$ cat src/rtl/dino_game_engine_multi.sv
// Chrome-dino frame engine: jump physics, N_OBS obstacle lanes with hitbox collision,
// speed ramp, day/night toggle, run animation and saturating score; one step per game_clk.
module dino_game_engine_multi #(
  parameter int W           = 12,
  parameter int N_OBS       = 2,
  parameter int GROUND_Y    = 300,
  parameter int DINO_X      = 60,
  parameter int JUMP_V      = 10,
  parameter int GRAVITY     = 1,
  parameter int OBS_INIT_X  = 400,
  parameter int OBS_SPACING = 200,
  parameter int SPEED_INIT  = 3,
  parameter int SPEED_STEP  = 2,
  parameter int SPEED_MAX   = 20,
  parameter int RAMP_FRAMES = 600,
  parameter int HIT_HALF_W  = 10,
  parameter int HIT_H       = 40,
  parameter int ANIM_DIV    = 4
) (
  input  logic               game_clk,
  input  logic               reset,
  input  logic               jump,
  input  logic               start,
  output logic               night,
  output logic [W-1:0]       dino_y,
  output logic [N_OBS*W-1:0] obstacle_x,
  output logic               game_over,
  output logic [1:0]         dino_state,
  output logic [15:0]        score
);
  localparam int unsigned FRAME_W = $clog2(RAMP_FRAMES);
  localparam int unsigned ANIM_W  = (ANIM_DIV > 1) ? $clog2(ANIM_DIV) : 1;

  typedef enum logic [1:0] {S_IDLE = 2'd0, S_RUN = 2'd1, S_OVER = 2'd2} state_t;
  state_t state_q, state_d;

  logic [W-1:0]        y_q, y_d;
  logic signed [W-1:0] vel_q, vel_d;
  logic signed [W-1:0] obs_q [N_OBS];
  logic signed [W-1:0] obs_d [N_OBS];
  logic [W-1:0]        speed_q, speed_d;
  logic                night_q, night_d, go_q, go_d, anim_q, anim_d;
  logic [1:0]          ds_q, ds_d;
  logic [15:0]         score_q, score_d;
  logic [FRAME_W-1:0]  frame_q, frame_d;
  logic [ANIM_W-1:0]   anim_cnt_q, anim_cnt_d;

  logic                hit_c;
  logic signed [W:0]   diff_c [N_OBS];
  logic signed [W:0]   y_fall_c;
  logic [W:0]          speed_sum_c;

  assign y_fall_c    = $signed({1'b0, y_q}) - $signed({vel_q[W-1], vel_q});
  assign speed_sum_c = {1'b0, speed_q} + (W+1)'(SPEED_STEP);

  // Any lane inside the dino's column while the dino is low enough to touch it
  always_comb begin
    hit_c = 1'b0;
    for (int i = 0; i < N_OBS; i++) begin
      diff_c[i] = $signed({obs_q[i][W-1], obs_q[i]}) - $signed((W+1)'(DINO_X));
      if ((diff_c[i] <= $signed((W+1)'(HIT_HALF_W))) &&
          (diff_c[i] >= -$signed((W+1)'(HIT_HALF_W))))
        hit_c = 1'b1;
    end
    hit_c = hit_c && ({1'b0, y_q} > (W+1)'(GROUND_Y - HIT_H));
  end

  always_ff @(posedge game_clk or posedge reset) begin
    if (reset) state_q <= S_IDLE;
    else       state_q <= state_d;
  end

  always_comb begin
    state_d = state_q;
    case (state_q)
      S_IDLE, S_OVER: if (start) state_d = S_RUN;
      S_RUN:          if (hit_c) state_d = S_OVER;
      default:        state_d = S_IDLE;
    endcase
  end

  always_comb begin
    y_d        = y_q;
    vel_d      = vel_q;
    obs_d      = obs_q;
    speed_d    = speed_q;
    night_d    = night_q;
    go_d       = go_q;
    anim_d     = anim_q;
    ds_d       = ds_q;
    score_d    = score_q;
    frame_d    = frame_q;
    anim_cnt_d = anim_cnt_q;
    if (state_q != S_RUN) begin
      // (Re)start: fresh game, no motion on the start frame
      if (start) begin
        y_d        = W'(GROUND_Y);
        vel_d      = '0;
        for (int i = 0; i < N_OBS; i++) obs_d[i] = W'(OBS_INIT_X + i*OBS_SPACING);
        speed_d    = W'(SPEED_INIT);
        night_d    = 1'b0;
        go_d       = 1'b0;
        anim_d     = 1'b0;
        ds_d       = 2'd0;
        score_d    = '0;
        frame_d    = '0;
        anim_cnt_d = '0;
      end
    end else if (hit_c) begin
      go_d = 1'b1;
      ds_d = 2'd3;
    end else begin
      if (jump && vel_q == '0 && y_q == W'(GROUND_Y)) begin
        vel_d = $signed(W'(JUMP_V));
        ds_d  = 2'd2;
      end else if (y_fall_c >= $signed((W+1)'(GROUND_Y))) begin
        y_d   = W'(GROUND_Y);
        vel_d = '0;
        ds_d  = {1'b0, anim_q};
      end else begin
        y_d   = y_fall_c[W-1:0];
        vel_d = vel_q - $signed(W'(GRAVITY));
        ds_d  = 2'd2;
      end
      for (int i = 0; i < N_OBS; i++) begin
        if (obs_q[i][W-1] || obs_q[i] == '0) obs_d[i] = W'(OBS_INIT_X);
        else                                 obs_d[i] = obs_q[i] - $signed(speed_q);
      end
      if (anim_cnt_q == ANIM_W'(ANIM_DIV - 1)) begin
        anim_cnt_d = '0;
        anim_d     = ~anim_q;
      end else begin
        anim_cnt_d = anim_cnt_q + ANIM_W'(1);
      end
      score_d = (score_q == 16'hFFFF) ? score_q : score_q + 16'd1;
      // Ramp wrap: faster obstacles from the next frame, flip day/night
      if (frame_q == FRAME_W'(RAMP_FRAMES - 1)) begin
        frame_d = '0;
        speed_d = (speed_sum_c > (W+1)'(SPEED_MAX)) ? W'(SPEED_MAX) : speed_sum_c[W-1:0];
        night_d = ~night_q;
      end else begin
        frame_d = frame_q + FRAME_W'(1);
      end
    end
  end

  always_ff @(posedge game_clk or posedge reset) begin
    if (reset) begin
      y_q        <= W'(GROUND_Y);
      vel_q      <= '0;
      for (int i = 0; i < N_OBS; i++) obs_q[i] <= W'(OBS_INIT_X + i*OBS_SPACING);
      speed_q    <= W'(SPEED_INIT);
      night_q    <= 1'b0;
      go_q       <= 1'b0;
      anim_q     <= 1'b0;
      ds_q       <= 2'd0;
      score_q    <= '0;
      frame_q    <= '0;
      anim_cnt_q <= '0;
    end else begin
      y_q        <= y_d;
      vel_q      <= vel_d;
      obs_q      <= obs_d;
      speed_q    <= speed_d;
      night_q    <= night_d;
      go_q       <= go_d;
      anim_q     <= anim_d;
      ds_q       <= ds_d;
      score_q    <= score_d;
      frame_q    <= frame_d;
      anim_cnt_q <= anim_cnt_d;
    end
  end

  assign dino_y     = y_q;
  assign night      = night_q;
  assign game_over  = go_q;
  assign dino_state = ds_q;
  assign score      = score_q;

  for (genvar g = 0; g < N_OBS; g++) begin : g_lane
    assign obstacle_x[g*W +: W] = obs_q[g];
  end

endmodule

$ cat config.mk
export PLATFORM = sky130hd
export DESIGN_NAME = dino_game_engine_multi
export DESIGN_NICKNAME = d
export VERILOG_FILES = /design/src/rtl/dino_game_engine_multi.sv
export SDC_FILE = /design/constraint.sdc
export NUM_CORES = 1
export LEC_CHECK = 0
export BUFFER_PORTS_ARGS = -buffer_cell sky130_fd_sc_hd__buf_2
export CAP_MARGIN = 0
export CORE_MARGIN = 2
export CORE_UTILIZATION = 40
export CTS_CLUSTER_DIAMETER = 120
export DETAILED_ROUTE_END_ITERATION = 8
export GPL_ROUTABILITY_DRIVEN = 0
export HOLD_SLACK_MARGIN = 0.08
export PLACE_DENSITY = 0.66
export SLEW_MARGIN = 20
export SYNTH_ARGS = -nofsm -noshare
export SYNTH_HDL_FRONTEND = slang
export SYNTH_SLANG_ARGS = --single-unit
$ cat constraint.sdc
create_clock -name game_clk -period 3.4 [get_ports game_clk]
set_input_delay 0.51 -clock game_clk [delete_from_list [all_inputs] [get_ports game_clk]]
set_output_delay 0.51 -clock game_clk [all_outputs]
set_load 0.01 [all_outputs]
# ---- After elaboration in Yosys (flattened, before gate mapping)
# Cells that the tools add are included.
dict set report word_totals {
  ff_bits 95
  out_inout_bits 56
}
dict set report op_classes {
  n_mux 50
  reduce_logical 22
  n_addsub 10
  n_lt_le_gt_ge 7
  n_eq_ne 13
  bitwise_logic 2
}
# op count
set ops {}
lappend ops {{two-way mux 12 bit} 17}
lappend ops {{two-way mux 24 bit} 3}
lappend ops {{two-way mux 16 bit} 4}
lappend ops {{two-way mux 10 bit} 4}
lappend ops {{zero test 12 bit} 3}
lappend ops {{greater-or-equal comparator 13 x 5 -> 1 bit, second input constant} 2}
lappend ops {{less-or-equal comparator 13 x 5 -> 1 bit, second input constant} 2}
lappend ops {{subtractor 12 x 7 -> 13 bit, second input constant} 2}
lappend ops {{subtractor 12 bit} 2}
lappend ops {{two-way mux 2 bit} 10}
lappend ops {{adder 16 x 1 -> 16 bit, second input constant} 1}
lappend ops {{== test 16 bit, second input constant} 1}
lappend ops {{adder 12 x 2 -> 13 bit, second input constant} 1}
lappend ops {{greater-or-equal comparator 13 x 10 -> 1 bit, second input constant} 1}
lappend ops {{greater-than comparator 13 x 5 -> 1 bit, second input constant} 1}
lappend ops {{subtractor 13 x 12 -> 13 bit} 1}
lappend ops {{== test 12 x 9 -> 1 bit, second input constant} 1}
lappend ops {{greater-than comparator 12 x 9 -> 1 bit, second input constant} 1}
lappend ops {{AND reduction 3 bit} 4}
lappend ops {{subtractor 12 x 2 -> 12 bit, second input constant} 1}
lappend ops {{two-way mux 1 bit} 11}
lappend ops {{adder 10 x 1 -> 10 bit, second input constant} 1}
lappend ops {{== test 10 bit, second input constant} 1}
lappend ops {{!= test 2 bit, second input constant} 5}
lappend ops {{other kinds (12)} 24}

# ---- Longest topological paths before layout
dict set report logic_depth {
  word_depth 8
  mapped_depth 13
}

# ---- Worst setup path before layout
# Ideal clock, no wire load.
dict set report synth_path {
  path_kind {reg2reg}
  startpoint {register y_q[0], in the netlist dino_y[0]}
  endpoint {register vel_q[5]}
  path_stages_with_launch 13
  period_less_slack_ns 3.202
  n_path_buf 0
  required_ns 3.318
  slack_ns 0.198
  arrival_ns 3.120
  cell_sequence {dfrtp_1 inv_1 ha_1 inv_1 fa_1 a21o_1 a311o_1 a31o_1 a21oi_2 xnor2_1 o41a_1 o41a_1 o22ai_1}
}
dict set report synth_via {
  elab_chain_len 6
  word_cells_on_any_way 12
}
# element line_no
set synth_rtl {}
lappend synth_rtl {{start: declaration} 37} ;# logic [W-1:0] y_q, y_d;
lappend synth_rtl {{start signal: assignment} 149} ;# y_q <= W'(GROUND_Y);
lappend synth_rtl {{start signal: assignment} 161} ;# y_q <= y_d;
lappend synth_rtl {{subtractor 13 x 12 -> 13 bit} 53} ;# assign y_fall_c = $signed({1'b0, y_q}) - $signed({vel_q[W-1], vel_q});
lappend synth_rtl {{greater-or-equal comparator 13 x 10 -> 1 bit} 116} ;# end else if (y_fall_c >= $signed((W+1)'(GROUND_Y))) begin
lappend synth_rtl {{two-way mux 12 bit} 116}
lappend synth_rtl {{two-way mux 12 bit} 113} ;# if (jump && vel_q == '0 && y_q == W'(GROUND_Y)) begin
lappend synth_rtl {{two-way mux 12 bit} 109} ;# end else if (hit_c) begin
lappend synth_rtl {{two-way mux 12 bit} 94} ;# if (state_q != S_RUN) begin
lappend synth_rtl {{end signal: assignment} 162} ;# vel_q <= vel_d;
lappend synth_rtl {{end: declaration} 38} ;# logic signed [W-1:0] vel_q, vel_d;
# Several ways; a longest one is shown, not always the timed one. The select of a mux whose other input is x is not followed.
# A chain may end at the register's enable or synchronous reset.

# ---- Worst setup path after layout
# Same ends and word-level chain as after synthesis.

==> flow_summary.json <==
{
  "cts_tree": "built",
  "dpl.cell_count": 1045,
  "hold-worst-slack_ps": 290,
  "path_cells": "inv_1, ha_2, inv_1, fa_2, a21o_1, a311o_1, a31o_1, a21oi_2, xnor2_2, o41a_1, o41a_1, o22ai_1",
  "antenna_left": 0,
  "hp-class": "in2async",
  "r2r_cells": 12,
  "syn_avg_cell_area_um2": 8.71,
  "cp.arrival_ps": 3580,
  "antenna_cells": 0,
  "rrSetupSlack_ps": 120,
  "drv_cap": 0,
  "synth_seq_cells": 95,
  "cp-end-kind": "flip-flop",
  "r2r_start": "dino_y[0]",
  "finalSetupViolations": 0,
  "route.vias.total": 6202,
  "p_per_area_mw_per_mm2": 1110,
  "place_hpwl_um": 13200,
  "cts_sinks": 95,
  "num_rows": 47,
  "cts_buffers": 9,
  "antenna_found_initial": 0,
  "async_reset_ff_share_pct": 100,
  "cpMaxStageDelayCell": "o41a_1",
  "ys_types": 73,
  "vias_per_cell": 5.77,
  "worstMarginPinSlew_ps": 808,
  "critPathBufInv": 2,
  "start_util_pct": 40.5,
  "slew_violations": 0,
  "grt_use_total_pct": 21.1,
  "dr.pass1.iters": 5,
  "postLayoutCoreUtil_pct": 47.7,
  "area_growth_syn_to_layout_pct": 17.9,
  "fin_ws_ps": 119,
  "die_w_um": 133,
  "insertion_delay_ps": 370,
  "drtIter0Drc": 628,
  "synthTopCellsByCount": "82 x dfrtp_1, 72 x nand2_1, 59 x o21ai_0",
  "tns_ps": 0,
  "cpPeakStageDelay_ps": 480,
  "crit_required_ps": 3700,
  "power_mw": 8.66,
  "cts.reportedPaths.clkPinSlew_ps": 80,
  "grt_pass1_wl_um": 30100,
  "ctsHoldBuffers": 0,
  "syn_inst": 762,
  "yosys_warnings": 0,
  "grt-ovfl-total": 0,
  "grt_pass1_vias": 5661,
  "finalCritPeriodShare_pct": 96.5,
  "cts.path.max_buffers": 2,
  "power.leakage_nw": 3.50,
  "yosysTopAreaCell": "dfrtp_1",
  "synth_edf_count": 0,
  "skew_ps": 16.2,
  "layout.cells.non_filler": 1074,
  "root_buffer": "clkbuf_16",
  "drc": 0,
  "yosys_most_used_dff": "dfrtp_1",
  "yosysTopAreaCellShare_pct": 30.9,
  "synthTopCellsByArea": "dfrtp_1 31%, ha_1 8.5%, dfstp_2 5.1%, o21ai_0 4.4%, nand2_1 4.1%",
  "fmaxAchievable_mhz": 305,
  "ios": 60,
  "place_area_mm2": 0.00734,
  "drive_gt1_share_pct": 18.4,
  "die_h_um": 133,
  "cp_max_fo": 3,
  "ir_worst_vdd_mv": 0.408,
  "seq_area_frac_synth_pct": 36.1,
  "relSlewSlack_pct": 45.4,
  "cp_top_family": "compound AO/OA/AOI/OAI gates",
  "final_hold_viol_count": 0,
  "final_cell_area_mm2": 0.00783,
  "fin_crit_ps": 3280,
  "port_buffers": 59,
  "dieArea_mm2": 0.0176,
  "nNetsFinal": 901,
  "run_status": "finished clean",
  "r2r_end": "vel_q[5]",
  "critical_path_class": "reg2reg",
  "post-place-ws_ps": -99.9,
  "core_mm2": 0.0164,
  "finalWirelength_um": 18500,
  "crit_path_start_kind": "flip-flop",
  "synth.most_common_cell": "dfrtp_1",
  "detail_route.wl_per_cell_um": 17.2,
  "syn_area_mm2": 0.00664,
  "cts_htree_levels": 3,
  "grt_max_degree": 58,
  "syn_nets": 814
}
==> cell families after synthesis <==
| group | after synthesis | synth area share (%) |
|---|---|---|
| AND/OR/NAND/NOR | 260 | 19.6 |
| XOR/XNOR | 35 | 4.62 |
| flip-flops | 95 | 36.1 |
| AO/OA/AOI/OAI | 243 | 24.7 |
| adder cells (fa/ha/maj) | 48 | 9.39 |
| buffers and inverters | 73 | 4.32 |
| multiplexers | 8 | 1.24 |
==> cell type report <==
cell class | count | area [um2]
timing repair buffer | 102 | 653
tap | 220 | 275
fill | 1577 | 8580
sequential | 95 | 2390
clock inverter | 7 | 72.6
clock buffer | 9 | 225
inverter | 46 | 175
multi-input combinational | 595 | 4030
==> worst reg2reg max path, stage by stage, from the launching register on <==
cell     delay [ps]
dfrtp_1         380
inv_1            80
ha_2            180
inv_1            50
fa_2            360
a21o_1          230
a311o_1         380
a31o_1          230
a21oi_2         170
xnor2_2         100
o41a_1          480
o41a_1          420
o22ai_1         150
==> timing repair <==
item | 4_1_cts | 5_1_grt
endpoints found under the setup margin | 20 | 40
pin swaps | 2 | 8
setup buffers | 6 | 4
hold endpoints to repair | 0 | 0
resized for setup | 3 | 12
cloned | 0 | 3
==> routing by layer <==
| layer | share of wire, % | up-vias | global-route usage, % |
|---|---|---|---|
| li1 | - | 3025 | - |
| met1 | 48 | 2987 | 30.7 |
| met2 | 45 | 165 | 31.8 |
| met3 | 4.6 | 25 | 3.18 |
| met4 | 2.3 | 0 | 7.65 |
| met5 | 0 | - | 0 |
==> cells in the final DEF (no fill, tap or decap), types with 15 or more instances in the layout <==
master / Yosys / final
inv_1: 45 / 44
ha_1: 45 / 44
a31oi_1: 20 / 18
nor4_1: 15 / 15
nand3_1: 30 / 29
and3_1: 18 / 18
nor2_1: 48 / 47
xnor2_1: 23 / 22
o21ai_0: 59 / 59
a21oi_1: 38 / 38
buf_4: 0 / 39
nand2_1: 72 / 72
dfrtp_1: 82 / 82
nor3_1: 19 / 19
o22ai_1: 17 / 17
buf_2: 9 / 60
==> how the worst max path moves through the flow <==
stage                        from             to  slack, ps  depth (start not counted)
floorplan               dino_y[0]       vel_q[5]        200                         12
global placement    obstacle_x[3]  obstacle_x[3]       -100                          9
detailed placement  obstacle_x[2]  obstacle_x[3]       -100                          9
CTS                     dino_y[0]      dino_y[5]         20                         13
global route            dino_y[0]      vel_q[11]        -20                         14
finish                  dino_y[0]       vel_q[5]        120                         12
==> report_power, final <==
part,internal (mW),total [mW],switching (mW),leakage (nW)
clock,0.521,1.05,0.533,0.143
combinational,2.53,5.61,3.09,2.14
sequential,1.56,1.99,0.431,1.21
total,4.61,8.66,4.05,3.50
==> sequential cells by signal, summed over array words and instances, names as in the netlist <==
name / cells
speed_q: 12
dino_y: 12
anim_q: 1
score: 16
anim_cnt_q: 2
night: 1
frame_q: 10
game_over: 1
state_q: 2
obstacle_x: 24
dino_state: 2
vel_q: 12
(Power assumes the default switching activity.)
